[src/rtl/instruction_control_sequencer.sv]
// RV32I instruction control sequencer: accepts one instruction at a time, decodes its
// operand/write-back selects and sequences memory waits, fences and illegal-opcode traps.
module instruction_control_sequencer #(
    parameter int unsigned MEM_TIMEOUT  = 16,
    parameter int unsigned FENCE_CYCLES = 2,
    parameter int unsigned ILLEGAL_TRAP = 1
) (
    input  logic        clk,
    input  logic        reset,
    input  logic        instr_valid,
    input  logic [31:0] instr,
    output logic        instr_ready,
    input  logic        mem_ack,
    output logic        mem_req,
    output logic        mem_we,
    output logic        reg_we,
    output logic [4:0]  rs1_addr,
    output logic [4:0]  rs2_addr,
    output logic [4:0]  rd_addr,
    output logic [2:0]  alu_a_src,
    output logic [2:0]  alu_b_src,
    output logic [1:0]  reg_write_src,
    output logic        retire,
    output logic        illegal,
    output logic        timeout
);
    typedef enum logic [2:0] {S_IDLE, S_EXEC, S_MEM_WAIT, S_FENCE, S_HALT} state_e;
    typedef enum logic [2:0] {K_ILLEGAL, K_WB, K_BRANCH, K_LOAD, K_STORE, K_FENCE} kind_e;

    localparam logic [2:0] SRC_ZERO  = 3'd0;
    localparam logic [2:0] SRC_PC4   = 3'd1;
    localparam logic [2:0] SRC_PC    = 3'd2;
    localparam logic [2:0] SRC_REG   = 3'd3;
    localparam logic [2:0] SRC_IMM12 = 3'd4;
    localparam logic [2:0] SRC_IMM20 = 3'd5;
    localparam logic [1:0] WB_NONE   = 2'd0;
    localparam logic [1:0] WB_ALU    = 2'd1;
    localparam logic [1:0] WB_MEM    = 2'd2;
    localparam logic [7:0] WAIT_LAST  = 8'(MEM_TIMEOUT - 1);
    localparam logic [3:0] FENCE_LAST = 4'(FENCE_CYCLES - 1);

    state_e      state_q;
    logic [31:0] instr_q;
    logic [7:0]  wait_q;
    logic [3:0]  fence_q;

    kind_e       kind;
    logic [2:0]  dec_a;
    logic [2:0]  dec_b;
    logic [1:0]  dec_ws;
    logic        rd_nz;
    logic        wait_last;
    logic        fence_last;
    logic        unused_bits;

    assign rs1_addr    = instr_q[19:15];
    assign rs2_addr    = instr_q[24:20];
    assign rd_addr     = instr_q[11:7];
    assign rd_nz       = (instr_q[11:7] != 5'd0);
    assign wait_last   = (wait_q == WAIT_LAST);
    assign fence_last  = (fence_q == FENCE_LAST);
    assign unused_bits = ^{instr_q[31:25], instr_q[14:12]};

    always_comb begin
        kind   = K_ILLEGAL;
        dec_a  = SRC_ZERO;
        dec_b  = SRC_ZERO;
        dec_ws = WB_NONE;
        if (instr_q[1:0] == 2'b11) begin
            case (instr_q[6:2])
                5'h00: begin kind = K_LOAD;   dec_a = SRC_REG;  dec_b = SRC_IMM12; dec_ws = WB_MEM; end
                5'h08: begin kind = K_STORE;  dec_a = SRC_REG;  dec_b = SRC_IMM12; end
                5'h04: begin kind = K_WB;     dec_a = SRC_REG;  dec_b = SRC_IMM12; dec_ws = WB_ALU; end
                5'h0C: begin kind = K_WB;     dec_a = SRC_REG;  dec_b = SRC_REG;   dec_ws = WB_ALU; end
                5'h05: begin kind = K_WB;     dec_a = SRC_PC;   dec_b = SRC_IMM20; dec_ws = WB_ALU; end
                5'h0D: begin kind = K_WB;     dec_a = SRC_ZERO; dec_b = SRC_IMM20; dec_ws = WB_ALU; end
                5'h19,
                5'h1B: begin kind = K_WB;     dec_a = SRC_PC4;  dec_b = SRC_ZERO;  dec_ws = WB_ALU; end
                5'h18: begin kind = K_BRANCH; dec_a = SRC_REG;  dec_b = SRC_REG;   end
                5'h03: begin kind = K_FENCE; end
                default: ;
            endcase
        end
    end

    always_ff @(posedge clk) begin
        if (reset) begin
            state_q <= S_IDLE;
            instr_q <= '0;
            wait_q  <= '0;
            fence_q <= '0;
        end else begin
            case (state_q)
                S_IDLE: if (instr_valid) begin
                    instr_q <= instr;
                    state_q <= S_EXEC;
                end
                S_EXEC: begin
                    wait_q  <= '0;
                    fence_q <= '0;
                    case (kind)
                        K_LOAD, K_STORE: state_q <= S_MEM_WAIT;
                        K_FENCE:   state_q <= (FENCE_CYCLES == 0) ? S_IDLE : S_FENCE;
                        K_ILLEGAL: state_q <= (ILLEGAL_TRAP != 0) ? S_HALT : S_IDLE;
                        default:   state_q <= S_IDLE;
                    endcase
                end
                S_MEM_WAIT: begin
                    if (mem_ack || wait_last) state_q <= S_IDLE;
                    else wait_q <= wait_q + 8'd1;
                end
                S_FENCE: begin
                    if (fence_last) state_q <= S_IDLE;
                    else fence_q <= fence_q + 4'd1;
                end
                default: ;
            endcase
        end
    end

    // Ack-cycle retire/reg_we must follow mem_ack in the same cycle, so strobes are decoded from state.
    always_comb begin
        instr_ready   = 1'b0;
        mem_req       = 1'b0;
        mem_we        = 1'b0;
        reg_we        = 1'b0;
        alu_a_src     = SRC_ZERO;
        alu_b_src     = SRC_ZERO;
        reg_write_src = WB_NONE;
        retire        = 1'b0;
        illegal       = 1'b0;
        timeout       = 1'b0;
        case (state_q)
            S_IDLE: instr_ready = 1'b1;
            S_EXEC: begin
                alu_a_src     = dec_a;
                alu_b_src     = dec_b;
                reg_write_src = dec_ws;
                case (kind)
                    K_WB:      begin reg_we = rd_nz; retire = 1'b1; end
                    K_BRANCH:  retire = 1'b1;
                    K_FENCE:   retire = (FENCE_CYCLES == 0);
                    K_ILLEGAL: begin illegal = 1'b1; retire = (ILLEGAL_TRAP == 0); end
                    default: ;
                endcase
            end
            S_MEM_WAIT: begin
                alu_a_src     = dec_a;
                alu_b_src     = dec_b;
                reg_write_src = dec_ws;
                mem_req       = 1'b1;
                mem_we        = (kind == K_STORE);
                if (mem_ack) begin
                    retire = 1'b1;
                    reg_we = (kind == K_LOAD) && rd_nz;
                end else begin
                    timeout = wait_last;
                end
            end
            S_FENCE: retire = fence_last;
            default: ;
        endcase
    end
endmodule

[config.mk]
export PLATFORM = sky130hd
export DESIGN_NAME = instruction_control_sequencer
export DESIGN_NICKNAME = d
export VERILOG_FILES = /design/src/rtl/instruction_control_sequencer.sv
export SDC_FILE = /design/constraint.sdc
export NUM_CORES = 1
export LEC_CHECK = 0
export ABC_CLOCK_PERIOD_IN_PS = 2700
export BUFFER_PORTS_ARGS = -buffer_cell sky130_fd_sc_hd__buf_2
export CORE_UTILIZATION = 55
export CTS_CLUSTER_SIZE = 8
export DETAILED_ROUTE_END_ITERATION = 10
export PLACE_DENSITY_LB_ADDON = 0.3
export SETUP_SLACK_MARGIN = 0.3
export SYNTH_ARGS = -nofsm -noshare
export SYNTH_HDL_FRONTEND = slang
export SYNTH_SLANG_ARGS = --single-unit
[constraint.sdc]
create_clock -name clk -period 2.7 [get_ports clk]
set_input_delay 0.135 -clock clk [delete_from_list [all_inputs] [get_ports clk]]
set_output_delay 0.135 -clock clk [all_outputs]
set_load 0.02 [all_outputs]
Word level (Yosys, flattened, before mapping) --
Cells that the tools add are included.
Storage, ports and cells: register bits after elaboration 40, latch bits 0, memory bits (writable) 0, memory bits (read-only) 0, bits of input ports 36, output and inout bits 30, logic and storage cells 86, memories 0
Cells by class: add/sub/neg operators 2, multiply operators 0, div/mod/pow operators 0, magnitude comparators 0, eq/ne operators 25, shift operators 0, mux-type cells 33, bitwise gates (word level) 0, reductions and logical operators 22
Operator list (number):
- $mux W3 | 7
- $pmux W3 S3 | 2
- $pmux W8 S2 | 1
- $eq A5 B4 Y1 const B | 3
- $eq A5 B5 Y1 const B | 3
- $pmux W3 S5 | 1
- $eq A3 B2 Y1 const B | 4
- $pmux W3 S4 | 1
- $reduce_or A2 Y1 | 6
- $mux W1 | 11
- $eq A5 B3 Y1 const B | 2
- $ne A2 B2 Y1 const B | 5
- $add A8 B1 Y8 const B | 1
- $eq A8 B4 Y1 const B | 1
- $mux W8 | 1
- $pmux W4 S2 | 1
- $eq A3 B1 Y1 const B | 2
- $eq A3 B3 Y1 const B | 2
- $logic_not A3 Y1 | 2
- $mux W2 | 3
- $pmux W2 S3 | 1
- $reduce_and A2 Y1 | 3
- $reduce_or A6 Y1 | 1
- $eq A5 B2 Y1 const B | 1
- other kinds (16) | 17

Logic depth before layout (Yosys ltp) --
Gate-level depths: netlist of run 1.
depth after elaboration 8, mapped depth 6, depth with buffers taken out 6

Least setup slack after synthesis of run 1 --
OpenSTA, ideal clock, no wires.
path type reg2out, from reg state_q[0], to out alu_a_src[0], arrival 1883 ps, data required time 2565 ps, setup slack 682 ps, stages on the path, launching flop included 6, path buffers 2, cell sequence dfxtp_1 > buf_4 > xnor2_1 > or3_1 > clkbuf_1 > a2111oi_1
Between the ends: cells in the longest elaborated chain, start to end 3, elaborated cells on any way between the ends 4, those cells by class 2 x eq/ne; 1 x mux; 1 x reduce/logical
RTL lines:
- from (decl) | RTL line 42 | state_e state_q;
- from (signal assigned) | RTL line 103 | K_FENCE: state_q <= (FENCE_CYCLES == 0) ? S_IDLE : S_FENCE;
- from (signal assigned) | RTL line 104 | K_ILLEGAL: state_q <= (ILLEGAL_TRAP != 0) ? S_HALT : S_IDLE;
- $eq A3 B2 Y1 / $eq A3 B1 Y1 (equally long branches) | RTL line 133 | case (state_q)
- $reduce_or A2 Y1 (no line) (*)
- $mux W3 (*) | RTL line 133
- to (decl) | RTL line 20 | output logic [2:0] alu_a_src,
Mark *: on every way between the ends. The rest lies on a longest branch, timed or not.

Worst setup path in the final report of run 1 --
from reg state_q[2], to out reg_we
Between the ends: cells in the longest elaborated chain, start to end 2, elaborated cells on any way between the ends 3, those cells by class 2 x eq/ne; 1 x mux
RTL lines:
- $eq A3 B2 Y1 / $eq A3 B1 Y1 (equally long branches) | RTL line 133
- $pmux W1 S2 (*) | RTL line 133
- to (decl) | RTL line 16 | output logic reg_we,
Marks and branches as above.

==> results of run 1 <==
stage by stage:
step | instances | setup slack [ns]
floorplan | 276 | 0.6823
global placement | 344 | 0.5710
detailed placement | 344 | 0.5823
CTS | 352 | 0.3618
global route | 352 | 0.3389
finish | 352 | 0.4474
timing repair:
action,CTS,global route
gates resized for setup,1,2
endpoints found under the setup margin,1,1
hold buffers,0,0
synthesized netlist by cell type (2+ instances only):
| cell | instances | area [um2] |
|---|---|---|
| a21oi_1 | 29 | 145.1 |
| a21oi_2 | 2 | 17.52 |
| a32o_1 | 2 | 20.02 |
| and2_1 | 2 | 12.51 |
| and3_1 | 3 | 18.77 |
| buf_2 | 4 | 20.02 |
| buf_4 | 17 | 127.6 |
| buf_6 | 2 | 22.52 |
| clkbuf_1 | 13 | 48.80 |
| dfxtp_1 | 37 | 740.7 |
| ha_1 | 3 | 37.54 |
| inv_1 | 6 | 22.52 |
| mux2_2 | 2 | 22.52 |
| mux2i_1 | 6 | 60.06 |
| nand2_1 | 58 | 217.7 |
| nand2b_1 | 4 | 25.02 |
| nand3_1 | 3 | 15.01 |
| nand4_1 | 4 | 25.02 |
| nor2_1 | 15 | 56.30 |
| nor2b_1 | 5 | 31.28 |
| nor3_1 | 7 | 35.03 |
| nor4_1 | 4 | 25.02 |
| o21ai_0 | 11 | 55.05 |
| o41ai_1 | 2 | 17.52 |
| or3_1 | 8 | 50.05 |
| or3b_1 | 2 | 17.52 |
| xnor2_1 | 3 | 26.28 |
worst min-delay path, stage by stage:
cell     delay (ns)
buf_2          0.10
nand2_1        0.04
a21oi_1        0.05
cell type report:
cell class,count,area [um2],share of cell area [%]
inverter,6,22.52,0.9693
sequential,37,743.2,31.99
clock buffer,6,72.57,3.123
clock inverter,2,10.01,0.4308
tap,48,60.06,2.585
multi-input combinational,197,1130,48.63
timing repair buffer,56,285.3,12.28
path summary, 6_finish.rpt:
check	end	cells past startpoint
setup / recovery	reg_we	5
setup reg to reg	state_q[1]	5
hold / removal	instr_q[7]	3
hold reg to reg	instr_q[16]	2
layout by cell type, fill, tap and decap left out, types with 3 or more instances in the layout:
cell / n
nand2_1: 58
buf_2: 54
dfxtp_1: 35
a21oi_1: 29
nor2_1: 15
o21ai_0: 11
or3_1: 8
nor3_1: 7
inv_1: 6
mux2i_1: 6
nor2b_1: 5
clkbuf_8: 5
nand2b_1: 4
nor4_1: 4
nand4_1: 4
xnor2_1: 3
and3_1: 3
nand3_1: 3
ha_1: 3
power by group through the flow:
stage	registers [mW]	clock network [mW]	logic [mW]
floorplan	0.612	0	0.256
global placement	0.642	0	0.271
detailed placement	0.645	0	0.275
CTS	0.632	0.373	0.279
global route	0.641	0.401	0.310
finish	0.634	0.366	0.278
cells by family (layout without fill, tap and decap cells):
kind of cell    count (synthesis)  after routing
compound gates                 59             59
xor+xnor                        4              4
fa+ha+maj                       3              3
buf+inv                        42             70
flops                          37             37
mux                             8              8
other cells                     1              1
simple gates                  122            122
per-layer routing:
layer / GRT usage [%] / up-vias
met5: 0 / -
met4: 5.966 / 0
met3: 5.179 / 2
met2: 36.04 / 51
met1: 31.01 / 885
li1: - / 989
state kept, by name (all words and copies together), names as in the netlist:
| register | flops |
|---|---|
| wait_q | 8 |
| instr_q | 22 |
| state_q | 3 |
| fence_q | 4 |
==> impl_metrics.ini, run 1 <==
[run_status]
status = complete, no violations

[final_layout]
design_area_um2 = 2323
postLayoutCoreUtil_pct = 63.47
nets = 342
fillers = 351
area_delta_synth_final_pct = 10.14
final_layout_size_suffix_gt1_share_pct = 24.34
num_antenna_cells = 0

[setup_path]
cp_top_family = simple AND/OR/NAND/NOR gates
crit_path_max_fanout = 11
path_class = flip-flop to output pin
r2r-start = fence_q[0]
max_stage_delay_ns = 0.53
r2r_setup_slack_ns = 0.85
required_ns = 2.57
critPathCaptureType = output pin
cp-start-kind = flip-flop
worstPathArrival_ns = 2.12
startpoint = state_q[2]
crit_chain = or3b_1 -> nor3_2 -> a32oi_1 -> a2111oi_2 -> buf_2
critPathBufInv = 1
crit_slowest_cell = or3b_1

[detailed_routing]
drc_errors = 0
routed-wl-met2_um = 2165
top_layer = met4
wl_met3_um = 204
wire_per_inst_um = 12.63
detailroute.via_count = 1927
drtIter0Drc = 102
routed_wl_um = 4447
drt_pass1_iterations = 4
final_antenna_net_count = 0
avgViaCountPerCell = 5.474
drt-met1-wl_um = 2057

[power_and_ir_drop]
p_per_area_nw_per_um2 = 550.5
pwr-share-comb_pct = 21.8
p_leak_nw = 0.9723
power.switching_mw = 0.4139
p_sw_share_pct = 32.36
vdd_drop_max_mv = 0.3944
p_int_mw = 0.8651
seqPwrFrac_pct = 49.6
finalPower_mw = 1.279
clockPowerShare_pct = 28.6

[place]
gp_congestion = 0.8388
port_buffers = 54
dp_hpwl_um = 3079
place_area_um2 = 2236

[floorplanning]
dieArea_um2 = 4087
ioPinCount = 66
rows = 22
coreArea_um2 = 3661
start_util_pct = 57.62
die_h_um = 63.93
die_w_um = 63.93

[timing]
clock.fmax_mhz = 443.9
hold_ws_ns = 0.08567
finalCriticalPeriod_ns = 2.253
slew_headroom_pct = 49.58
setup_tns_ns = 0
finalHoldViolations = 0
worst_pin_slew_ns = 0.7493
post-route-period-util_pct = 83.43
fin_skew_ns = 0.006094
setup_viol = 0
rsz0062_at_grt = false
slew_violations = 0

[logic_synthesis]
synthDistinctLibCells = 49
synthMuxAreaShare_pct = 3.915
synth_ff_type = dfxtp_1
synth_top_family_by_area = simple AND/OR/NAND/NOR gates
netlist_area_um2 = 2110
synth-seq-area-share_pct = 35.11
async_flop_share_pct = 0
syn_inst = 276
synth_xor_area_share_pct = 1.661
ys_seq_elements = 37
yosysWarnings = 0
synth_compound_gate_area_share_pct = 18.09
avgSynthCellArea_um2 = 7.643
syn-num-nets = 315
synth-edff-count = 0
yosys.area_share.simple_pct = 27.82
synth-adder-area-share_pct = 1.779

[hold_path]
min_path_type = input pin to flip-flop
min_from = instr[7]

[grt]
grt_max_degree = 37
grt_pass1_vias = 1593
grt_antenna_before_repair = 0
grt_pass1_wl_um = 7341
grt_usage_pct = 22.77
grt.overflow.total = 0

[clocking]
cts_setup_buffers = 0
cts.sinks = 37
clkTransAtPathRegs_ns = 0.07
cts_root_buf = clkbuf_8
clock_path_buffers = 2
cts_tree = yes
worstSkewPairLatency_ns = 0.28
cts_buffers = 5
h-tree-depth = 2

[flow_run]
timing.max_cap.violations = 0
Note: power is estimated with default switching activity, not from simulation.
==> inputs of run 2 (changes only) <==
--- a/config.mk
+++ b/config.mk
@@ -5,9 +5,9 @@
 export SDC_FILE = /design/constraint.sdc
 export NUM_CORES = 1
 export LEC_CHECK = 0
-export ABC_CLOCK_PERIOD_IN_PS = 2700
+export ABC_CLOCK_PERIOD_IN_PS = 2200
 export BUFFER_PORTS_ARGS = -buffer_cell sky130_fd_sc_hd__buf_2
-export CORE_UTILIZATION = 55
+export CORE_UTILIZATION = 51
 export CTS_CLUSTER_SIZE = 8
 export DETAILED_ROUTE_END_ITERATION = 10
 export PLACE_DENSITY_LB_ADDON = 0.3
==> constraint.sdc (replaced) <==
create_clock -name clk -period 2.2 [get_ports clk]
set_input_delay 0.11 -clock clk [delete_from_list [all_inputs] [get_ports clk]]
set_output_delay 0.11 -clock clk [all_outputs]
set_load 0.02 [all_outputs]
==> run 2 against run 1 <==
Via count increased by 2.6%. Worst hold slack got worse by 0.048 ns. Global-route usage grew 0.12 points. First-iteration DRC count up 33%. Register-to-register slack got worse by 0.40 ns. Clock skew is 0.0028 ns lower. Non-clock buffer count grew 12. Sequential share of layout area shrank 2.2 points. Setup slack lost 0.13 ns. Highest routed layer unchanged.
==> impl_metrics.ini, run 2 (synthesis gave the netlist of run 1 again) <==
[detailed_routing]
final_antenna_net_count = 0
drt_pass1_iterations = 4
drc_errors = 0
wire_per_inst_um = 12.70
drtIter0Drc = 136
avgViaCountPerCell = 5.402
routed_wl_um = 4648
detailroute.via_count = 1977

[timing]
slew_headroom_pct = 55.95
post-route-period-util_pct = 85.72
setup_tns_ns = 0
rsz0062_at_grt = true
fin_skew_ns = 0.003330
worst_pin_slew_ns = 0.6607
finalHoldViolations = 0
slew_violations = 0
clock.fmax_mhz = 530.3
finalCriticalPeriod_ns = 1.886
setup_viol = 0
hold_ws_ns = 0.03776

[power_and_ir_drop]
vdd_drop_max_mv = 0.4639
p_per_area_nw_per_um2 = 646.8
p_leak_nw = 1.062

[grt]
grt_pass1_wl_um = 7645
grt_max_degree = 37
grt_pass1_vias = 1694
grt_antenna_before_repair = 0
grt_usage_pct = 22.89
grt.overflow.total = 0

[setup_path]
worstPathArrival_ns = 1.78
crit_path_max_fanout = 3
reg2reg_depth = 5
critPathCaptureType = output pin
required_ns = 2.09
path_class = flip-flop to output pin
cp-start-kind = flip-flop

[clocking]
worstSkewPairLatency_ns = 0.30
holdBufCountCts = 0
clock_path_buffers = 2
h-tree-depth = 2
cts_buffers = 5
clkTransAtPathRegs_ns = 0.07
cts_root_buf = clkbuf_8
cts.sinks = 37
cts_tree = yes

[place]
gp_congestion = 0.8296
port_buffers = 54
dp_hpwl_um = 3128

[floorplanning]
dieArea_um2 = 4398
die_h_um = 66.32
die_w_um = 66.32
start_util_pct = 53.12
coreArea_um2 = 3971
ioPinCount = 66
rows = 23

[final_layout]
largest_reg_flops = 22
area_delta_synth_final_pct = 20.70
top_register = instr_q
nets = 354
final_layout_size_suffix_gt1_share_pct = 33.54
fillers = 361
reg_top3 = instr_q: 22 flops, wait_q: 8 flops, fence_q: 4 flops
most-common-layout-cells = nand2_1, buf_2, a21oi_1
num_antenna_cells = 0
final_common_cell = nand2_1

[hold_path]
min_path_cells = 3
min_path_type = input pin to flip-flop

[flow_run]
timing.max_cap.violations = 0

[run_status]
status = complete, no violations
## run 2: timing repair
action	in CTS	in global routing
buffers inserted	3	1
resized for setup	14	18
pin swaps	3	2
endpoints found under the setup margin	7	10
## run 2: worst max-delay path, cell delays in order (launching register included)
cell,delay (ns)
dfxtp_4,0.34
or3_4,0.40
nor3_4,0.20
a32oi_2,0.14
a2111oi_4,0.20
buf_4,0.19
## run 2: layout make-up
class | count | area (um2) | area share, %
Clock buffer | 6 | 72.57 | 2.850
Clock inverter | 2 | 10.01 | 0.3931
Inverter | 6 | 22.52 | 0.8845
Multi-Input combinational cell | 197 | 1232 | 48.40
Sequential cell | 37 | 758.2 | 29.78
Tap cell | 50 | 62.56 | 2.457
Timing Repair Buffer | 68 | 387.9 | 15.23
## run 2: per-layer routing
metal,wire length [um],vias to the layer above,share of wire (%),track usage [%]
met3,226,7,4.9,5.000
met4,89,0,1.9,11.44
met1,2234,903,48,30.15
li1,-,1009,-,-
met2,2097,58,45,34.82
met5,0,-,0,0
## run 2: worst paths after layout
path	start	slack (ns)	endpoint
worst max register to register	state_q[1]	0.45	wait_q[5]
worst max-delay path	instr_q[3]	0.31	reg_we
worst min-delay path	instr[0]	0.04	instr_q[0]
worst min register to register	instr_q[17]	0.45	instr_q[17]
## run 2: power breakdown
group | switching [mW] | internal, mW
clock | 0.246 | 0.220
combinational | 0.258 | 0.163
sequential | 0.0439 | 0.716
total | 0.549 | 1.10
## run 2: stage by stage
step	utilization [%]	setup slack [ns]	std cells	total power, mW	instance area [um2]
after global routing	64.11	0.2329	366	1.743	2546
after CTS	62.19	0.2790	365	1.635	2470
after global placement	58.48	0.4057	354	1.147	2322
after floorplan	-	0.3151	276	1.072	2133
after detailed placement	58.48	0.3524	354	1.152	2322
final	64.11	0.3142	366	1.647	2546
==> inputs of run 3 (changes only) <==
--- a/config.mk
+++ b/config.mk
@@ -7,7 +7,7 @@
 export LEC_CHECK = 0
 export ABC_CLOCK_PERIOD_IN_PS = 2200
 export BUFFER_PORTS_ARGS = -buffer_cell sky130_fd_sc_hd__buf_2
-export CORE_UTILIZATION = 51
+export CORE_UTILIZATION = 30
 export CTS_CLUSTER_SIZE = 8
 export DETAILED_ROUTE_END_ITERATION = 10
 export PLACE_DENSITY_LB_ADDON = 0.3
==> run 3 against run 2 <==
Combinational power increased by 2%. Die area increased by 68%. Critical endpoint unchanged. Maximum frequency increased by 0.82%.
==> impl_metrics.ini, run 3 (synthesis gave the netlist of run 1 again) <==
[run_status]
status = complete, no violations

[final_layout]
top_register = instr_q
area_delta_synth_final_pct = 25.56
nets = 358
num_antenna_cells = 0
final_layout_size_suffix_gt1_share_pct = 34.38
reg_top3 = instr_q: 22 flops, wait_q: 8 flops, fence_q: 4 flops
most-common-layout-cells = nand2_1, buf_2, a21oi_1
final_common_cell = nand2_1
largest_reg_flops = 22
design_area_um2 = 2649

[place]
port_buffers = 54
gp_congestion = 0.7403
dp_hpwl_um = 3574
dpl_worst_slack_ns = 0.3135
place_area_um2 = 2402

[setup_path]
worstPathArrival_ns = 1.76
crit_chain = or3_4 -> nor3_4 -> a32oi_2 -> a2111oi_4 -> buf_4
max_stage_delay_ns = 0.40
cp-start-kind = flip-flop
crit_path_max_fanout = 3
cp_top_family = simple AND/OR/NAND/NOR gates
critPathBufInv = 1
critPathCaptureType = output pin
path_class = flip-flop to output pin
crit_slowest_cell = or3_4
required_ns = 2.09

[timing]
rsz0062_at_grt = true
finalCriticalPeriod_ns = 1.871
slew_violations = 0
setup_ws_ns = 0.3295
hold_ws_ns = 0.03978
worst_pin_slew_ns = 0.6616
post-route-period-util_pct = 85.02
finalHoldViolations = 0
slew_headroom_pct = 55.89
setup_viol = 0
setup_tns_ns = 0
clock.fmax_mhz = 534.6
fin_skew_ns = 0.009004

[clocking]
worstSkewPairLatency_ns = 0.29
h-tree-depth = 2
cts_root_buf = clkbuf_8
cts_buffers = 5
clkTransAtPathRegs_ns = 0.08
cts.sinks = 37
clock_path_buffers = 2
holdBufCountCts = 0
cts_tree = yes

[detailed_routing]
detailroute.via_count = 1981
wire_per_inst_um = 12.12
drt_pass1_iterations = 4
avgViaCountPerCell = 4.762
final_antenna_net_count = 0
drtIter0Drc = 106
drc_errors = 0
routed_wl_um = 5042

[hold_path]
min_path_type = input pin to flip-flop

[floorplanning]
die_h_um = 85.86
start_util_pct = 31.05
die_w_um = 85.86
rows = 30
dieArea_um2 = 7371
ioPinCount = 66
coreArea_um2 = 6794

[grt]
grt_usage_pct = 13.65
grt.overflow.total = 0
grt_max_degree = 37
grt_antenna_before_repair = 0
grt_pass1_wl_um = 8086
grt_pass1_vias = 1719

[flow_run]
timing.max_cap.violations = 0

[power_and_ir_drop]
p_leak_nw = 1.090
vdd_drop_max_mv = 0.3529
p_per_area_nw_per_um2 = 685.3
[run 3: cell count changes in the layout (fill, tap and decap cells not counted), moves of 2 or more]
cell | previous run | this run
nor4_4 | 2 | 0
nor4_2 | 1 | 3
clkinv_2 | 2 | 0
buf_4 | 19 | 21
buf_2 | 49 | 51
[run 3: repair_timing]
action / 4_1_cts / 5_1_grt
endpoints found under the setup margin: 10 / 10
gates resized for setup: 18 / 11
pin swaps: 4 / 1
setup buffers: 5 / 0
[run 3: metal layers]
layer	global-route usage, %	part of all wire, %	vias to the layer above
met4	5.606	1.8	0
met5	0	0	-
met2	20.00	43	35
met1	19.21	51	916
li1	-	-	1022
met3	3.176	3.5	8
[run 3: final timing paths]
kind,start,to,slack [ns],cells past startpoint
setup / recovery,instr_q[2],reg_we,0.33,5
hold / removal,instr[0],instr_q[0],0.04,3
setup reg to reg,state_q[0],wait_q[6],0.45,5
hold reg to reg,instr_q[16],instr_q[16],0.46,2
[run 3: final cells by class]
cell class / instances / area [um2]
fillers: 716 / 4145
multi-input cells: 197 / 1216
flip-flops and latches: 37 / 757.0
repair buffers: 72 / 412.9
well taps: 96 / 120.1
clock buffers: 6 / 82.58
clock inverters: 2 / 37.54
inverters: 6 / 22.52
[run 3: power by group]
group / internal (mW) / switching (mW) / leakage, nW
clock: 0.369 / 0.256 / 0.0574
sequential: 0.714 / 0.0478 / 0.306
combinational: 0.171 / 0.257 / 0.727
[run 3: metrics by stage]
stage               power [mW]  std cells  utilization (%)
floorplan                1.072        276                -
global placement         1.169        403            35.36
detailed placement       1.170        403            35.36
CTS                      1.816        416            38.45
global route             1.897        416            38.99
finish                   1.815        416            38.99
[run 3: worst reg2reg max path: cells and delay by family, from the launching register on]
family / cells / cell delay, ns
buf+inv: 1 / 0.18
simple gates: 1 / 0.43
flops: 1 / 0.36
compound gates: 2 / 0.54
mux: 1 / 0.18
